`src/rtl/rbus_arb2.sv`:
```
`default_nettype none
// ============================================================================
// Module   : rbus_arb2
// Purpose  : Packet-granular arbiter that merges two rbus FIFO outputs
//            (first-word-fall-through, stb/sof/data/ack) into one rbus stream.
//            A packet is granted only when the downstream FIFO reports room
//            for its whole length. Once granted, the packet streams out
//            without interleaving.
// Options  : RBUS_ARB2_FIXED_PRIO_EN - when defined, source A always wins a
//            tie and the round-robin pointer is removed. When undefined
//            (default), ties are broken round-robin.
// Revision : 1.0 - initial release
// ============================================================================
module rbus_arb2 #(
  parameter int SHORT_LEN = 2,
  parameter int LONG_LEN  = 9,
  parameter int LEN_BIT   = 71
) (
  input  logic        clk,
  input  logic        rst,
  input  logic        a_stb,
  input  logic        a_sof,
  input  logic [71:0] a_data,
  output logic        a_ack,
  input  logic        b_stb,
  input  logic        b_sof,
  input  logic [71:0] b_data,
  output logic        b_ack,
  output logic        o_stb,
  output logic        o_sof,
  output logic [71:0] o_data,
  input  logic [1:0]  o_rdy,
  output logic        busy,
  output logic        err
);

  typedef enum logic [0:0] {
    ST_IDLE = 1'b0,
    ST_XFER = 1'b1
  } state_t;

  // Words still to be moved after the header, by packet type
  localparam logic [3:0] c_short_rem = 4'(SHORT_LEN - 1);
  localparam logic [3:0] c_long_rem  = 4'(LONG_LEN - 1);

  state_t     r_state;
  state_t     w_state_nxt;
  logic [3:0] r_rem;
  logic [3:0] w_rem_nxt;
  logic [3:0] w_grant_rem;
  logic       r_gnt;          // owner of the packet in flight: 0 = A, 1 = B
  logic       w_gnt_nxt;

  logic       w_a_elig;
  logic       w_b_elig;
  logic       w_a_orph;
  logic       w_b_orph;
  logic       w_pick_b;
  logic       w_sel_stb;
  logic       w_sel_sof;

  logic       w_a_ack;
  logic       w_b_ack;
  logic       w_fwd;
  logic       w_fwd_b;
  logic       w_fwd_sof;
  logic       w_err;

`ifndef RBUS_ARB2_FIXED_PRIO_EN
  logic       r_last_b;       // last granted source: 0 = A, 1 = B
  logic       w_last_b_nxt;
`endif

  // A header is eligible only if downstream has room for its whole length
  assign w_a_elig = a_stb & a_sof & (a_data[LEN_BIT] ? o_rdy[1] : o_rdy[0]);
  assign w_b_elig = b_stb & b_sof & (b_data[LEN_BIT] ? o_rdy[1] : o_rdy[0]);

  // A non-header word seen outside a packet is an orphan
  assign w_a_orph = a_stb & ~a_sof;
  assign w_b_orph = b_stb & ~b_sof;

  // Choose B only when A cannot be chosen (or when it is B's turn)
`ifdef RBUS_ARB2_FIXED_PRIO_EN
  assign w_pick_b = w_b_elig & ~w_a_elig;
`else
  assign w_pick_b = w_b_elig & (~w_a_elig | ~r_last_b);
`endif

  assign w_grant_rem = (w_pick_b ? b_data[LEN_BIT] : a_data[LEN_BIT]) ? c_long_rem : c_short_rem;

  // Head word of the source that owns the current packet
  assign w_sel_stb = r_gnt ? b_stb : a_stb;
  assign w_sel_sof = r_gnt ? b_sof : a_sof;

  // Next-state, ack and forward decisions
  always_comb begin
    w_state_nxt = r_state;
    w_rem_nxt   = r_rem;
    w_gnt_nxt   = r_gnt;
    w_a_ack     = 1'b0;
    w_b_ack     = 1'b0;
    w_fwd       = 1'b0;
    w_fwd_b     = 1'b0;
    w_err       = 1'b0;
`ifndef RBUS_ARB2_FIXED_PRIO_EN
    w_last_b_nxt = r_last_b;
`endif
    case (r_state)
      ST_IDLE: begin
        if (w_a_orph) begin
          // Drop A's orphan first, no grant this cycle
          w_a_ack = 1'b1;
          w_err   = 1'b1;
        end else if (w_b_orph) begin
          w_b_ack = 1'b1;
          w_err   = 1'b1;
        end else if (w_a_elig | w_b_elig) begin
          w_fwd     = 1'b1;
          w_fwd_b   = w_pick_b;
          w_gnt_nxt = w_pick_b;
          w_a_ack   = ~w_pick_b;
          w_b_ack   = w_pick_b;
          w_rem_nxt = w_grant_rem;
`ifndef RBUS_ARB2_FIXED_PRIO_EN
          w_last_b_nxt = w_pick_b;
`endif
          if (w_grant_rem != 4'd0) begin
            w_state_nxt = ST_XFER;
          end
        end
      end
      ST_XFER: begin
        if (w_sel_stb & ~w_sel_sof) begin
          w_fwd     = 1'b1;
          w_fwd_b   = r_gnt;
          w_a_ack   = ~r_gnt;
          w_b_ack   = r_gnt;
          w_rem_nxt = r_rem - 4'd1;
          if (r_rem == 4'd1) begin
            w_state_nxt = ST_IDLE;
          end
        end else if (w_sel_stb & w_sel_sof) begin
          // Truncated packet: leave the new header for normal arbitration
          w_err       = 1'b1;
          w_state_nxt = ST_IDLE;
        end
      end
      default: begin
        w_state_nxt = ST_IDLE;
      end
    endcase
  end

  assign w_fwd_sof = w_fwd_b ? b_sof : a_sof;

  // Acks are combinational pops, so hold them off while reset is asserted
  assign a_ack = w_a_ack & rst;
  assign b_ack = w_b_ack & rst;
  assign busy  = (r_state == ST_XFER);

  // Arbiter state, owner and remaining-word counter
  always_ff @(posedge clk or negedge rst) begin
    if (!rst) begin
      r_state <= ST_IDLE;
      r_rem   <= 4'd0;
      r_gnt   <= 1'b0;
    end else begin
      r_state <= w_state_nxt;
      r_rem   <= w_rem_nxt;
      r_gnt   <= w_gnt_nxt;
    end
  end

`ifndef RBUS_ARB2_FIXED_PRIO_EN
  // Round-robin pointer starts at B so A wins the first tie
  always_ff @(posedge clk or negedge rst) begin
    if (!rst) begin
      r_last_b <= 1'b1;
    end else begin
      r_last_b <= w_last_b_nxt;
    end
  end
`endif

  // Output register: each forwarded word appears one cycle after its ack
  always_ff @(posedge clk or negedge rst) begin
    if (!rst) begin
      o_stb  <= 1'b0;
      o_sof  <= 1'b0;
      o_data <= 72'd0;
      err    <= 1'b0;
    end else begin
      o_stb <= w_fwd;
      o_sof <= w_fwd & w_fwd_sof;
      err   <= w_err;
      if (w_fwd) begin
        o_data <= w_fwd_b ? b_data : a_data;
      end
    end
  end

endmodule
`default_nettype wire

```
`config.mk`:
```
export PLATFORM = sky130hd
export DESIGN_NAME = rbus_arb2
export DESIGN_NICKNAME = d
export VERILOG_FILES = /design/src/rtl/rbus_arb2.sv
export SDC_FILE = /design/constraint.sdc
export NUM_CORES = 1
export LEC_CHECK = 0
export ABC_AREA = 1
export CAP_MARGIN = 0
export CORE_MARGIN = 3
export CORE_UTILIZATION = 50
export DETAILED_ROUTE_END_ITERATION = 8
export DONT_BUFFER_PORTS = 1
export GPL_ROUTABILITY_DRIVEN = 1
export HOLD_SLACK_MARGIN = 0.08
export SYNTH_ARGS = -nofsm -noshare
export SYNTH_HDL_FRONTEND = slang
export SYNTH_SLANG_ARGS = --single-unit
```
`constraint.sdc`:
```
create_clock -name clk -period 1.6 [get_ports clk]
set_input_delay 0.16 -clock clk [delete_from_list [all_inputs] [get_ports clk]]
set_output_delay 0.16 -clock clk [all_outputs]
set_load 0.03 [all_outputs]
```
; ---- After elaboration in Yosys (flattened, before gate mapping)
; Index checks and enable logic that the tools add are counted.
; Widths: inputs -> output; s select.
[op_classes]
n_addsub = 1
n_eq_ne = 5
mux = 44
n_bitwise = 24
reduce_logical = 3
[ops]
columns = operator, count
row1 = $mux 72, 1
row2 = $mux 1, 31
row3 = $mux 4, 5
row4 = $and 1x1->1, 12
row5 = $pmux 1 s2, 6
row6 = $not 1->1, 10
row7 = $pmux 4 s2, 1
row8 = $reduce_and 4->1, 2
row9 = $ne 2x2->1 const B, 3
row10 = $eq 4x1->1 const B, 1
row11 = $reduce_bool 4->1, 1
row12 = $sub 4x1->4 const B, 1
row13 = $ne 2x1->1 const B, 1
row14 = $or 1x1->1, 2
[totals]
register_bits = 82
output_inout_bits = 78

; ---- Depth between registers and ports, before layout
; Gate-level depths: netlist of run 1.
[logic_depth]
ltp_word = 13
mapped_depth = 12
mapped_depth_nobuf = 10

; ---- Worst setup path before layout of run 1
; Ideal clock, no wire load.
[synth_timing]
path_type = flip-flop to output port
start = register r_state (netlist: busy)
end = output port a_ack
arrival_ns = 1.577
required_ns = 1.440
slack_ns = -0.137
stages_incl_launch_ff = 4
path_buffers = 0
path_cell_list = dfrtp_1 -> inv_1 -> nand4_1 -> a21boi_0
[synth_between]
elab_chain_cells = 3
[synth_rtl]
columns = item, line
row1 = from (decl), 46  ; state_t r_state;
row2 = from (signal assigned), 168  ; r_state <= w_state_nxt;
row3 = $not 1->1 (no line), -
row4 = $pmux 1 s2 (*), 108  ; case (r_state)
row5 = $and 1x1->1 (*), 157  ; assign a_ack = w_a_ack & rst;
row6 = to (decl), 24  ; output logic a_ack,
; Mark *: on every way between the ends. The rest lies on a longest branch, timed or not.

; ---- Worst setup path after layout of run 1
[layout_timing]
start = register r_gnt
end = output port a_ack
[layout_between]
elab_chain_cells = 6
elab_cells_between_ends = 8
classes_between = mux (4) / bitwise (4)
[layout_rtl]
columns = item, line
row1 = from (decl), 51  ; logic r_gnt;
row2 = from (signal assigned), 170  ; r_gnt <= w_gnt_nxt;
row3 = $mux 1, 93  ; assign w_sel_sof = r_gnt ? b_sof : a_sof;
row4 = $not 1->1, 133  ; if (w_sel_stb & ~w_sel_sof) begin
row5 = $and 1x1->1, 133
row6 = $mux 1 (*), 133
row7 = $pmux 1 s2 (*), 108
row8 = $and 1x1->1 (*), 157
; Marked as above.

==> results.yml, run 1 <==
die:
  pin_count: 230
  core_sq_mm: 0.009328
  die_w_microns: 104.2
  initial_utilization: 0.5170
  die_y_microns: 104.2
  num_rows: 35
  die_area_sq_mm: 0.01086
timing:
  max_clock_freq_mhz: 574.1
  min_period_ps: 1742
  post-route-period-util: 1.089
  slew_viol_final: 0
  finalClockSkew_ps: 9.598
  worst_pin_slew_ps: 388.7
  setup_slack_ps: -142.0
  max_slew_margin: 0.7409
  finalHoldViolCount: 82
  setup-violations-final: 13
  setup_tns_ps: -285.2
  rsz0062_at_grt: "yes"
  whs_ps: -503.1
final_layout:
  layout_commonest_cell: "nand2_1"
  nFillCells: 657
  layout.nets: 1014
  area.growth.synth_to_final_pct: 46.76
  final_cell_mix: "nand2_1, inv_1, dlygate4sd3_1"
  antenna_cells: 0
  drive_gt1_frac: 0.1156
global_route:
  antenna_found_initial: 0
  grt_pass1_wl_microns: 24050
  grt_pass1_vias: 4850
  grt_remaining_overflow: 0
  grt_max_degree: 85
  track_usage: 0.2709
route:
  drc: 0
  post_drt_wl_per_cell_microns: 17.39
  dr_total_vias: 5258
  antenna_left: 0
  vias_per_cell: 5.290
  dr.pass1.iters: 5
  dr.first_iter.drc_count: 495
  drt_wl_total_microns: 17290
logic_synthesis:
  muxShareOfSynthArea: 0
  yosysWarnings: 0
  syn-num-nets: 864
  synthDistinctLibCells: 24
  synth_compound_area_frac: 0.01661
  synthCells: 710
  seq_area_frac_synth: 0.4258
  synth_xor_area_frac: 0
  synth.avg_cell_area_sq_um: 6.792
  synth_top_family_by_area: "simple AND/OR/NAND/NOR gates"
  syn-cell-area_sq_mm: 0.004822
  yosys.area_share.simple: 0.3674
  synthAdderAreaFrac: 0.005189
  synth_seq_cells: 82
power:
  power_switching_mw: 6.415
  p_comb_frac: 0.427
  internal-power_mw: 5.891
  power_density_mw_per_mm2: 1739
  pwr-share-seq: 0.462
  total_power_mw: 12.31
  clock_power_share: 0.112
  leakagePower_nw: 3.952
  switching_share: 0.5213
  ir_worst_vdd_uv: 925.2
clock_network:
  clock_sinks: 82
  clockRootBuffer: "clkbuf_8"
  clk_pin_slew_worst_paths_ps: 90
  holdBufCountCts: 141
  clockBufferDepth: 2
  insertion_delay_ps: 340
  h-tree-depth: 3
  cts_tree: "done"
  numCtsBuffers: 9
worst_setup_path:
  cp-start-kind: "register"
  worstPathRequired_ps: 1440
  crit_path_end_kind: "primary output"
  cp_max_fo: 5
  worstSetupPathType: "reg2out"
  arrival_ps: 1580
status:
  outcome: "finished with violations"
  violations: "hold timing, setup timing"
flow_run:
  cap_violations: 0
place:
  dp_worst_setup_slack_ps: 47.95
  gp_congestion: 0.7919
  dp_hpwl_microns: 8548
  port_buffers: 0
hold_path:
  min_path_type: "in2async"
[final timing paths]
path / startpoint / slack [ps] / cells past startpoint / end
max in group asynchronous: rst / 1910 / 0 / r_last_b$_DFFE_PN1P_
hold reg to reg: r_last_b$_DFFE_PN1P_ / 510 / 2 / r_last_b$_DFFE_PN1P_
setup / recovery: r_gnt$_DFFE_PN0P_ / -140 / 8 / a_ack
min in group clk: b_data[57] / 110 / 4 / o_data[57]$_DFFE_PN0P_
hold / removal: rst / -500 / 0 / o_data[49]$_DFFE_PN0P_
setup reg to reg: r_gnt$_DFFE_PN0P_ / -40 / 9 / r_rem[3]$_DFFE_PN0P_
[synth_stat cells]
cell type / n / area, sq um
a21oi_1: 3 / 15.01
dfrtp_1: 81 / 2027
buf_2: 20 / 100.1
buf_4: 5 / 37.54
nor2_1: 9 / 33.78
o21ai_1: 2 / 10.01
o21a_1: 1 / 7.510
inv_2: 3 / 11.26
o22ai_1: 1 / 6.260
nand2_2: 3 / 18.77
ha_1: 2 / 25.02
buf_6: 13 / 146.4
inv_1: 158 / 593.1
dfstp_2: 1 / 26.28
a21boi_0: 1 / 7.510
nand4_1: 1 / 6.260
nand3_2: 1 / 10.01
o21ai_2: 1 / 8.760
clkinv_1: 1 / 3.750
nor2_2: 2 / 12.51
nand3_1: 151 / 755.7
o21ai_0: 5 / 25.02
nand2_1: 243 / 912.1
nand2_4: 2 / 22.52
[sequential cells by signal, indices dropped and copies added, names as in the netlist]
name	cells
busy	1
err	1
o_data	72
o_sof	1
o_stb	1
r_gnt	1
r_last_b	1
r_rem	4
[power by group through the flow]
stage | Clock, mW | Combinational [mW] | Sequential (mW)
global placement | 0 | 3.39 | 5.70
detailed placement | 0 | 3.52 | 5.68
finish | 1.37 | 5.25 | 5.68
CTS | 1.41 | 3.80 | 5.67
global route | 1.52 | 5.75 | 5.77
floorplan | 0 | 2.85 | 5.39
[cells by family after synthesis]
kind of cell,count (synthesis)
and+or+nand+nor,412
AOI/OAI and AO/OA,14
buffers and inverters,200
adders and majority gates,2
DFF,82
[area by class of cell]
| class | instances | area [sq um] | area share |
|---|---|---|---|
| Multi-Input combinational cell | 430 | 2091 | 0.2954 |
| Sequential cell | 82 | 2054 | 0.2903 |
| Timing Repair Buffer | 175 | 1981 | 0.2799 |
| Clock inverter | 6 | 41.29 | 0.005835 |
| Tap cell | 129 | 161.4 | 0.02281 |
| Clock buffer | 10 | 137.6 | 0.01945 |
| Inverter | 162 | 610.6 | 0.08628 |
[metal layers]
layer	share of wire	vias up	global-route usage
li1	-	2422	-
met1	0.40	2433	0.3267
met3	0.10	50	0.08566
met2	0.46	353	0.4508
met4	0.032	0	0.1083
met5	0	-	0
[stage by stage]
stage                     hold slack [ps]  cells  area, sq um    util
after floorplan                    -135.6    710         4822       -
after global placement             -133.7    815         4912  0.5266
after detailed placement           -133.8    815         4912  0.5266
after CTS                          -518.6    973         6521  0.6991
after global routing               -532.3    994         7077  0.7587
final                              -503.1    994         7077  0.7587
[critical path, cell delays in order, from the launching register on]
cell      delay, ps
dfrtp_1         430
nand2_1          90
o21ai_1         100
nor2_1          120
nand2_1          90
inv_2            70
nand2_2          50
a21boi_2        140
buf_6           150
[repair_timing]
item,CTS,global route
pin swaps,2,5
setup endpoints to repair,2,61
buffers inserted,1,5
resized for setup,6,47
hold endpoints to repair,156,82
gates cloned,0,16
Note: power is estimated with default switching activity, not from simulation.
==> run 2: changes to the inputs <==
CORE_MARGIN = unset   (was 3)
==> run 2 against run 1 <==
The run still ends with hold timing, setup timing left. Register-to-register slack worse by 40 ps. Non-clock buffer count is 9 higher. Clock power grew 13%. Critical endpoint unchanged. Largest cell class is now buffers. Highest routed layer unchanged.
==> results.yml, run 2 (synthesis gave the netlist of run 1 again) <==
global_route:
  track_usage: 0.2895
  antenna_found_initial: 0
  grt_pass1_vias: 4990
  grt_max_degree: 85
  grt_remaining_overflow: 0
  grt_pass1_wl_microns: 22990
status:
  violations: "hold timing, setup timing"
  outcome: "finished with violations"
die:
  num_rows: 35
  core_sq_mm: 0.009284
  pin_count: 230
  die_y_microns: 100.2
  initial_utilization: 0.5194
  die_w_microns: 100.2
  die_area_sq_mm: 0.01004
final_layout:
  area.growth.synth_to_final_pct: 49.04
  largest_reg_flops: 72
  drive_gt1_frac: 0.09049
  regMostFlops: "o_data"
  antenna_cells: 0
  fin_util: 0.7741
  layout_commonest_cell: "nand2_1"
  layout.nets: 1022
  final_cell_mix: "nand2_1, inv_1, nand3_1"
  top_regs: "o_data: 72 flops, r_rem: 4 flops"
route:
  antenna_left: 0
  drc: 0
  drt_wl_total_microns: 17550
  dr.pass1.iters: 5
  dr_total_vias: 5340
  dr.first_iter.drc_count: 381
  vias_per_cell: 5.329
  post_drt_wl_per_cell_microns: 17.52
worst_setup_path:
  cp_max_fo: 5
  arrival_ps: 1630
  crit_path_end_kind: "primary output"
  worstSetupPathType: "reg2out"
  regToRegStartpoint: "r_gnt$_DFFE_PN0P_"
  worstPathRequired_ps: 1440
  startpoint: "r_gnt$_DFFE_PN0P_"
  cp-start-kind: "register"
clock_network:
  clockRootBuffer: "clkbuf_8"
  insertion_delay_ps: 350
  holdBufCountCts: 144
  numCtsBuffers: 9
  h-tree-depth: 3
  cts_tree: "done"
  clk_pin_slew_worst_paths_ps: 90
  clock_sinks: 82
  clockBufferDepth: 2
hold_path:
  min_path_type: "in2async"
power:
  p_comb_frac: 0.421
  switching_share: 0.5077
  power_density_mw_per_mm2: 1740
  total_power_mw: 12.50
  ir_worst_vdd_uv: 837.3
  power_switching_mw: 6.348
  pwr-share-seq: 0.454
  clock_power_share: 0.124
  internal-power_mw: 6.157
  leakagePower_nw: 4.041
timing:
  min_period_ps: 1786
  finalClockSkew_ps: 11.04
  post-route-period-util: 1.116
  worst_pin_slew_ps: 406.0
  whs_ps: -504.2
  setup-violations-final: 75
  setup_slack_ps: -185.6
  rsz0062_at_grt: "yes"
  finalHoldViolCount: 82
  slew_viol_final: 0
  max_slew_margin: 0.7293
  max_clock_freq_mhz: 560.0
flow_run:
  cap_violations: 0
place:
  port_buffers: 0
  dp_hpwl_microns: 7901
  dp_worst_setup_slack_ps: 58.21
  gp_congestion: 0.7654
run 2: critical path, stage by stage, from the launching register on:
cell      delay (ps)
dfrtp_2          450
o21a_1           210
nor2_1           110
nand2_1           80
inv_2             80
nand2_2           50
a21boi_2         150
buf_6            150
run 2: path summary, 6_finish.rpt:
check | depth (start not counted) | slack (ps) | to
setup reg to reg | 10 | -80 | o_data[20]$_DFFE_PN0P_
max in group asynchronous | 0 | 1850 | r_last_b$_DFFE_PN1P_
hold reg to reg | 2 | 510 | r_last_b$_DFFE_PN1P_
min in group clk | 3 | 90 | err$_DFF_PN0_
hold / removal | 0 | -500 | o_data[35]$_DFFE_PN0P_
setup / recovery | 7 | -190 | a_ack
run 2: power groups by stage:
stage / combinational, mW / sequential, mW / clock (mW)
final: 5.27 / 5.68 / 1.55
after global routing: 5.74 / 5.76 / 1.68
after CTS: 3.81 / 5.63 / 1.59
after detailed placement: 3.50 / 5.65 / 0
after global placement: 3.36 / 5.68 / 0
after floorplan: 2.85 / 5.39 / 0
run 2: timing repair:
action	4_1_cts	5_1_grt
resized for setup	5	28
setup endpoints to repair	2	77
setup buffers	3	4
cloned	0	22
pin swaps	3	6
hold endpoints to repair	155	82
run 2: metal layers:
layer  track usage  vias to the layer above  part of all wire
met3       0.06894                       56              0.11
li1              -                     2452                 -
met1        0.3428                     2462              0.37
met4        0.1438                        0             0.033
met5             0                        -                 0
met2        0.4926                      370              0.49
run 2: layout make-up:
| class | instances | area (sq um) |
|---|---|---|
| repair inverters | 1 | 8.758 |
| repair buffers | 184 | 2205 |
| inverters | 162 | 623.1 |
| multi-input cells | 428 | 1929 |
| fillers | 615 | 2097 |
| well taps | 129 | 161.4 |
| clock buffers | 11 | 141.4 |
| flip-flops and latches | 82 | 2056 |
| clock inverters | 5 | 62.56 |
run 2: stage by stage:
stage / instances / area (sq um) / TNS [ps]
floorplan: 710 / 4822 / 0
detailed placement: 813 / 4897 / 0
finish: 1002 / 7187 / -3683
global placement: 813 / 4897 / 0
global route: 1002 / 7187 / -7217
CTS: 976 / 6573 / -233.4
